**src/rtl/rvc_asap_pkg.sv**
```systemverilog
// Shared D_MEM geometry, dump FSM state type and address helpers for the
// data-memory controller.
package rvc_asap_pkg;

  localparam logic [31:0] D_MEM_OFFSET = 32'h0000_1000;
  localparam int          MSB_D_MEM    = 11;
  localparam int          SIZE_D_MEM   = 2 ** (MSB_D_MEM + 1);
  localparam int          D_MEM_WORDS  = SIZE_D_MEM / 4;
  localparam int          IDX_W        = MSB_D_MEM - 1;
  localparam logic [31:0] D_MEM_END    = D_MEM_OFFSET + 32'(SIZE_D_MEM);

  localparam logic [IDX_W-1:0]   IDX_LAST  = IDX_W'(D_MEM_WORDS - 1);
  localparam logic [MSB_D_MEM:0] WORD_MASK = ~((MSB_D_MEM + 1)'(3));

  typedef enum logic [2:0] {
    DUMP_IDLE  = 3'd0,
    DUMP_RD    = 3'd1,
    DUMP_CAP   = 3'd2,
    DUMP_VALID = 3'd3,
    DUMP_DONE  = 3'd4
  } t_dump_st;

  function automatic logic in_dmem(input logic [31:0] addr);
    return (addr >= D_MEM_OFFSET) && (addr < D_MEM_END);
  endfunction

  // Word-aligned byte index inside D_MEM; only meaningful when in_dmem() holds.
  function automatic logic [MSB_D_MEM:0] dmem_index(input logic [31:0] addr);
    return WORD_MASK & (MSB_D_MEM + 1)'(addr - D_MEM_OFFSET);
  endfunction

endpackage

```
**src/rtl/rvc_dmem_dump.sv**
```systemverilog
// End-of-test dump engine: walks every D_MEM word (read, capture, present)
// and streams it out over a valid/ready handshake.
module rvc_dmem_dump
  import rvc_asap_pkg::*;
(
  input  logic                 Clock,
  input  logic                 Rst,
  input  logic                 DumpStart,
  input  logic                 DumpReady,
  input  logic [31:0]          MemRdData,
  output logic                 DumpValid,
  output logic [31:0]          DumpAddr,
  output logic [31:0]          DumpData,
  output logic                 DumpDone,
  output logic                 busy,
  output logic                 mem_rd,
  output logic [MSB_D_MEM:0]   mem_addr
);

  t_dump_st         state_r;
  t_dump_st         state_nxt_s;
  logic [IDX_W-1:0] idx_r;
  logic [IDX_W-1:0] idx_nxt_s;
  logic [31:0]      data_r;
  logic             valid_r;
  logic             done_r;

  // Next-state and index sequencing; DumpStart only counts while idle.
  always_comb begin
    state_nxt_s = state_r;
    idx_nxt_s   = idx_r;
    case (state_r)
      DUMP_IDLE: begin
        if (DumpStart) begin
          state_nxt_s = DUMP_RD;
          idx_nxt_s   = {IDX_W{1'b0}};
        end else begin
          state_nxt_s = DUMP_IDLE;
        end
      end
      DUMP_RD:  state_nxt_s = DUMP_CAP;
      DUMP_CAP: state_nxt_s = DUMP_VALID;
      DUMP_VALID: begin
        if (!DumpReady) begin
          state_nxt_s = DUMP_VALID;
        end else if (idx_r == IDX_LAST) begin
          state_nxt_s = DUMP_DONE;
        end else begin
          state_nxt_s = DUMP_RD;
          idx_nxt_s   = idx_r + IDX_W'(1);
        end
      end
      DUMP_DONE: state_nxt_s = DUMP_IDLE;
      default: begin
        state_nxt_s = DUMP_IDLE;
        idx_nxt_s   = {IDX_W{1'b0}};
      end
    endcase
  end

  // State, index, captured word and registered stream flags.
  always_ff @(posedge Clock) begin
    if (!Rst) begin
      state_r <= DUMP_IDLE;
      idx_r   <= {IDX_W{1'b0}};
      data_r  <= 32'h0;
      valid_r <= 1'b0;
      done_r  <= 1'b0;
    end else begin
      state_r <= state_nxt_s;
      idx_r   <= idx_nxt_s;
      valid_r <= (state_nxt_s == DUMP_VALID);
      done_r  <= (state_nxt_s == DUMP_DONE);
      if (state_r == DUMP_CAP) begin
        data_r <= MemRdData;
      end else begin
        data_r <= data_r;
      end
    end
  end

  assign busy      = (state_r != DUMP_IDLE);
  assign mem_rd    = (state_r == DUMP_RD);
  assign mem_addr  = {idx_r, 2'b00};
  assign DumpValid = valid_r;
  assign DumpDone  = done_r;
  assign DumpData  = data_r;
  assign DumpAddr  = D_MEM_OFFSET + 32'({idx_r, 2'b00});

endmodule

```
**src/rtl/rvc_dmem_ctrl.sv**
```systemverilog
// Single-port D_MEM arbiter: dump engine > debug port > core, with range
// checking and one-cycle registered read-response qualification.
module rvc_dmem_ctrl
  import rvc_asap_pkg::*;
(
  input  logic                 Clock,
  input  logic                 Rst,
  input  logic                 CoreReq,
  input  logic                 CoreWrEn,
  input  logic [3:0]           CoreByteEn,
  input  logic [31:0]          CoreAddr,
  input  logic [31:0]          CoreWrData,
  output logic                 CoreStall,
  output logic [31:0]          CoreRdData,
  input  logic                 DbgReq,
  input  logic                 DbgWrEn,
  input  logic [31:0]          DbgAddr,
  input  logic [31:0]          DbgWrData,
  output logic                 DbgGnt,
  output logic                 DbgRdValid,
  output logic [31:0]          DbgRdData,
  input  logic                 DumpStart,
  output logic                 DumpValid,
  input  logic                 DumpReady,
  output logic [31:0]          DumpAddr,
  output logic [31:0]          DumpData,
  output logic                 DumpDone,
  output logic                 MemEn,
  output logic                 MemWrEn,
  output logic [3:0]           MemByteEn,
  output logic [MSB_D_MEM:0]   MemAddr,
  output logic [31:0]          MemWrData,
  input  logic [31:0]          MemRdData
);

  logic               dump_busy_s;
  logic               dump_rd_s;
  logic [MSB_D_MEM:0] dump_addr_s;
  logic               dbg_acc_s;
  logic               core_acc_s;
  logic               dbg_in_s;
  logic               core_in_s;
  logic               core_rd_r;
  logic               core_oor_r;
  logic               dbg_rd_r;
  logic               dbg_oor_r;

  rvc_dmem_dump u_dump (
    .Clock     (Clock),
    .Rst       (Rst),
    .DumpStart (DumpStart),
    .DumpReady (DumpReady),
    .MemRdData (MemRdData),
    .DumpValid (DumpValid),
    .DumpAddr  (DumpAddr),
    .DumpData  (DumpData),
    .DumpDone  (DumpDone),
    .busy      (dump_busy_s),
    .mem_rd    (dump_rd_s),
    .mem_addr  (dump_addr_s)
  );

  assign dbg_in_s  = in_dmem(DbgAddr);
  assign core_in_s = in_dmem(CoreAddr);

  // Fixed-priority acceptance; nothing is granted while reset is asserted.
  always_comb begin
    dbg_acc_s  = 1'b0;
    core_acc_s = 1'b0;
    if (Rst && !dump_busy_s) begin
      dbg_acc_s  = DbgReq;
      core_acc_s = CoreReq && !DbgReq;
    end else begin
      dbg_acc_s  = 1'b0;
      core_acc_s = 1'b0;
    end
  end

  assign DbgGnt    = dbg_acc_s;
  assign CoreStall = CoreReq && Rst && (dump_busy_s || DbgReq);

  // Memory port mux; out-of-range accesses never reach the array.
  always_comb begin
    MemEn     = 1'b0;
    MemWrEn   = 1'b0;
    MemByteEn = 4'h0;
    MemAddr   = {(MSB_D_MEM + 1){1'b0}};
    MemWrData = 32'h0;
    if (Rst && dump_busy_s) begin
      MemEn     = dump_rd_s;
      MemByteEn = 4'hF;
      MemAddr   = dump_addr_s;
    end else if (dbg_acc_s) begin
      MemEn     = dbg_in_s;
      MemWrEn   = DbgWrEn && dbg_in_s;
      MemByteEn = 4'hF;
      MemAddr   = dmem_index(DbgAddr);
      MemWrData = DbgWrData;
    end else if (core_acc_s) begin
      MemEn     = core_in_s;
      MemWrEn   = CoreWrEn && core_in_s;
      MemByteEn = CoreByteEn;
      MemAddr   = dmem_index(CoreAddr);
      MemWrData = CoreWrData;
    end else begin
      MemEn = 1'b0;
    end
  end

  // Per-requester read-in-flight and out-of-range flags for the response cycle.
  always_ff @(posedge Clock) begin
    if (!Rst) begin
      core_rd_r  <= 1'b0;
      core_oor_r <= 1'b0;
      dbg_rd_r   <= 1'b0;
      dbg_oor_r  <= 1'b0;
    end else begin
      core_rd_r  <= core_acc_s && !CoreWrEn;
      core_oor_r <= !core_in_s;
      dbg_rd_r   <= dbg_acc_s && !DbgWrEn;
      dbg_oor_r  <= !dbg_in_s;
    end
  end

  assign CoreRdData = (core_rd_r && !core_oor_r) ? MemRdData : 32'h0;
  assign DbgRdValid = dbg_rd_r;
  assign DbgRdData  = (dbg_rd_r && !dbg_oor_r) ? MemRdData : 32'h0;

endmodule

```
**config.mk**
```make
export PLATFORM = sky130hd
export DESIGN_NAME = rvc_dmem_ctrl
export DESIGN_NICKNAME = d
export VERILOG_FILES = /design/src/rtl/rvc_asap_pkg.sv /design/src/rtl/rvc_dmem_dump.sv /design/src/rtl/rvc_dmem_ctrl.sv
export SDC_FILE = /design/constraint.sdc
export NUM_CORES = 1
export LEC_CHECK = 0
export ABC_CLOCK_PERIOD_IN_PS = 4290
export BUFFER_PORTS_ARGS = -buffer_cell sky130_fd_sc_hd__buf_4
export CORE_AREA = 2 2 136 138
export CTS_BUF_LIST = sky130_fd_sc_hd__clkbuf_2
export CTS_CLUSTER_SIZE = 10
export DETAILED_ROUTE_END_ITERATION = 12
export DIE_AREA = 0 0 138 140
export GPL_TIMING_DRIVEN = 0
export SLEW_MARGIN = 40
export SYNTH_ARGS = -nofsm -noshare
export SYNTH_HDL_FRONTEND = slang
export SYNTH_HIERARCHICAL = 1
export SYNTH_SLANG_ARGS = --single-unit
```
**constraint.sdc**
```tcl
create_clock -name Clock -period 4.29 [get_ports Clock]
set_input_delay 0.2145 -clock Clock [delete_from_list [all_inputs] [get_ports Clock]]
set_output_delay 0.2145 -clock Clock [all_outputs]
set_load 0.1 [all_outputs]
```
==> impl_metrics.py <==
metrics = {
    "cells_and_area": {
        "diodes": 0,
        "area_of_combinational_cells_with_multiple_inputs_sq_mm": 0.001991,
        "layout.nets": 1011,
        "register_area_sq_mm": 0.001021,
        "post_layout_nonfiller_instances": 1068,
        "fillerInstances": 1903,
        "layout-area-overhead-vs-synth_pct": 96.47,
        "drive_above_1_share": 0.4553,
    },
    "synth": {
        "synth_top_cells_by_area": "dfxtp_1 30%, and2_1 12%, nand2_1 9.0%",
        "synthesis.instances": 447,
        "synth-edff-count": 0,
        "synth-seq-area-share": 0.3035,
        "mappedNetlistArea_sq_mm": 0.003364,
        "avgSynthCellArea_sq_um": 7.527,
        "post-synth-top-count-cell": "nand2_1",
        "synth_cell_type_count": 44,
        "yosys-top-cells-count": "81 x nand2_1, 65 x and2_1, 51 x dfxtp_1",
        "async_flop_share": 0,
        "synth_top_area_frac": 0.3035,
        "yosys.area.top_type": "dfxtp_1",
        "synth_seq_cells": 51,
        "synth_flop_cell": "dfxtp_1",
        "ys_warn_count": 6,
    },
    "clock_network": {
        "cts_buffers": 5,
        "clk_latency_ns": 0.44,
        "clock_tree.htree_level_count": 2,
        "clk_transition_reported_paths_ns": 0.28,
        "ctsResizeCount": 0,
        "clock-root-buffer": "clkbuf_2",
        "cts_buffer_depth": 2,
        "cts_num_sinks": 51,
        "tritoncts": "yes",
    },
    "detailed_routing": {
        "detail_route.wl_per_cell_microns": 15.85,
        "avgViaCountPerCell": 4.275,
        "finalWirelength_microns": 16930,
        "route.met3.wl_microns": 1233,
        "top_layer": "met4",
        "post-route-drc-count": 0,
        "detail-route-antenna-nets": 0,
        "m1_wl_microns": 7513,
        "drt-pass1-iter-count": 5,
        "dr_total_vias": 4566,
        "initialDrtViolationCount": 233,
        "met2WireLength_microns": 7953,
    },
    "critical_path": {
        "critical_path.endpoint_type": "output port",
        "r2r_end": "core_rd_r$_SDFF_PN0_",
        "r2r_start": "u_dump/state_r[1]$_SDFF_PN0_",
        "worst_ep_arrival_time_ns": 2.82,
        "critical_path_required_ns": 4.08,
        "r2r_setup_slk_ns": 2.11,
        "reg2regPathDepth": 7,
        "critPathMaxFanout": 10,
        "worstSetupPathType": "reg2out",
        "cp-start-kind": "flip-flop",
    },
    "sta": {
        "post-route-period-util": 0.7083,
        "hold_viol": 0,
        "timing.final.max_slew_violations": 0,
        "setup_repair_after_global_routing_missed_its_margin": "false",
        "fin_tns_setup_ns": 0,
        "final_period_minus_worst_setup_slack_ns": 3.038,
        "timing_worst_slew_pin_value_ns": 0.9967,
        "fmaxAchievable_mhz": 329.1,
        "timing.max_slew.rel_slack": 0.3379,
        "finClkSkew_ns": 0.02742,
        "report.final.setup_viol": 0,
    },
    "floorplanning": {
        "io-pin-count": 355,
        "fp.dieArea_sq_mm": 0.01932,
        "core_area_sq_mm": 0.01778,
        "initial_utilization": 0.1892,
        "die_h_microns": 140,
        "dieWidth_microns": 138,
        "core.rowCount": 49,
    },
    "power_and_ir_drop": {
        "max-vdd-ir-drop_mv": 0.1352,
        "static-leakage-power_nw": 3.320,
        "p_comb_frac": 0.551,
        "power_frac_clock": 0.153,
        "power.internal_w": 0.0008599,
        "power_frac_seq": 0.296,
        "switchingPower_w": 0.0008694,
        "power.share.switching": 0.5028,
        "power.density_cell_area_mw_per_mm2": 261.6,
    },
    "job": {
        "max-cap-violations": 0,
    },
    "run_status": {
        "status": "complete, no violations",
    },
    "hold_path": {
        "timing.hold.worst_path_depth": 3,
        "hold_end": "u_dump/state_r[0]$_SDFF_PN0_",
        "timing.hold.worst.start": "DumpStart",
        "hp-class": "in2reg",
    },
    "grt": {
        "track_usage": 0.1633,
        "grt_remaining_overflow": 0,
        "first_global_vias": 4362,
        "grt_pass1_wl_microns": 25270,
        "antenna_violations_before_repair": 0,
        "grt_start_max_net_pins": 17,
    },
    "placement": {
        "port-buffer-count": 326,
        "post-place-cells": 1024,
        "place_congestion": 0.7926,
        "place_hpwl_microns": 13820,
    },
}
-- metal layers --
layer	up-vias	global-route usage
met5	-	0
met4	0	0.03330
met3	21	0.03863
met2	169	0.2647
met1	2099	0.2222
li1	2277	-
-- how the worst max path moves through the flow --
stage                                             from            end  slack [ns]  depth (start not counted)
after detailed placement  u_dump/state_r[1]$_SDFF_PN0_  MemWrData[19]        1.81                          8
after CTS                 u_dump/state_r[1]$_SDFF_PN0_  MemWrData[19]        1.21                          8
final                     u_dump/state_r[1]$_SDFF_PN0_  MemWrData[21]        1.25                          8
after global routing      u_dump/state_r[1]$_SDFF_PN0_  MemWrData[21]        0.99                          8
after global placement    u_dump/state_r[1]$_SDFF_PN0_   MemWrData[4]        1.82                          8
after floorplan           u_dump/state_r[1]$_SDFF_PN0_   MemByteEn[0]        0.99                          5
-- area by class of cell --
cell class,count,area share
Multi-Input combinational cell,339,0.3012
Clock inverter,3,0.006625
Tap cell,229,0.04335
Sequential cell,51,0.1545
Timing Repair Buffer,362,0.4248
Clock buffer,5,0.003786
Buffer,64,0.05735
Inverter,15,0.008518
-- worst max-delay path: stages (launching register included) --
cell and delay (ns):
dfxtp_1 0.39, clkbuf_1 0.20, nor2_1 0.21, nand2_1 0.21, nand3b_2 0.31, inv_2 0.13
clkbuf_1 0.40, a22o_1 0.24, buf_4 0.29
-- metrics by stage --
stage               power (W)  hold slack (ns)  utilization  area (sq um)  setup slack (ns)
global route         0.001803          0.04555       0.3718          6610            0.9928
detailed placement   0.001447           0.3900       0.3476          6181             1.805
floorplan            0.001180           0.2869            -          3447            0.9887
finish               0.001729          0.07524       0.3718          6610             1.252
CTS                  0.001749          0.01634       0.3718          6610             1.212
global placement     0.001444           0.3889       0.3476          6181             1.825
-- what timing repair did --
item                      CTS  global route
hold endpoints to repair   34             0
buffers inserted            0             0
hold buffers               36             0
-- cells by family after synthesis --
logic type,synth area share
compound gates,0.2157
simple gates,0.3336
mux,0.01190
flops,0.3035
fa+ha+maj,0.003718
buf+inv,0.1294
other cells,0.002232
-- power by group through the flow --
| stage | Combinational, W | Clock, W | Sequential [W] |
|---|---|---|---|
| after floorplan | 0.000517 | 0 | 0.000663 |
| after global placement | 0.000924 | 0 | 0.000519 |
| after detailed placement | 0.000927 | 0 | 0.000520 |
| after CTS | 0.000954 | 0.000284 | 0.000512 |
| after global routing | 0.000991 | 0.000297 | 0.000515 |
| final | 0.000953 | 0.000265 | 0.000511 |
-- state kept, by name (all words and copies together) (netlist names) --
register,flops
DbgRdValid,1
u_dump/DumpData,32
u_dump/DumpValid,1
core_rd_r,1
u_dump/DumpDone,1
u_dump/idx_r,10
dbg_oor_r,1
u_dump/state_r,3
core_oor_r,1
-- layout by cell type (no fill, tap or decap), types with 8 or more instances in the layout --
master / instances
a22o_1: 32
nor4_1: 9
buf_4: 361
nand2_1: 81
dlygate4sd3_1: 36
conb_1: 24
nand3_1: 11
and2_1: 65
nor2_1: 8
a222oi_1: 10
clkbuf_1: 22
inv_1: 13
dfxtp_1: 51
a21oi_1: 37
Note: power is estimated with default switching activity, not from simulation.
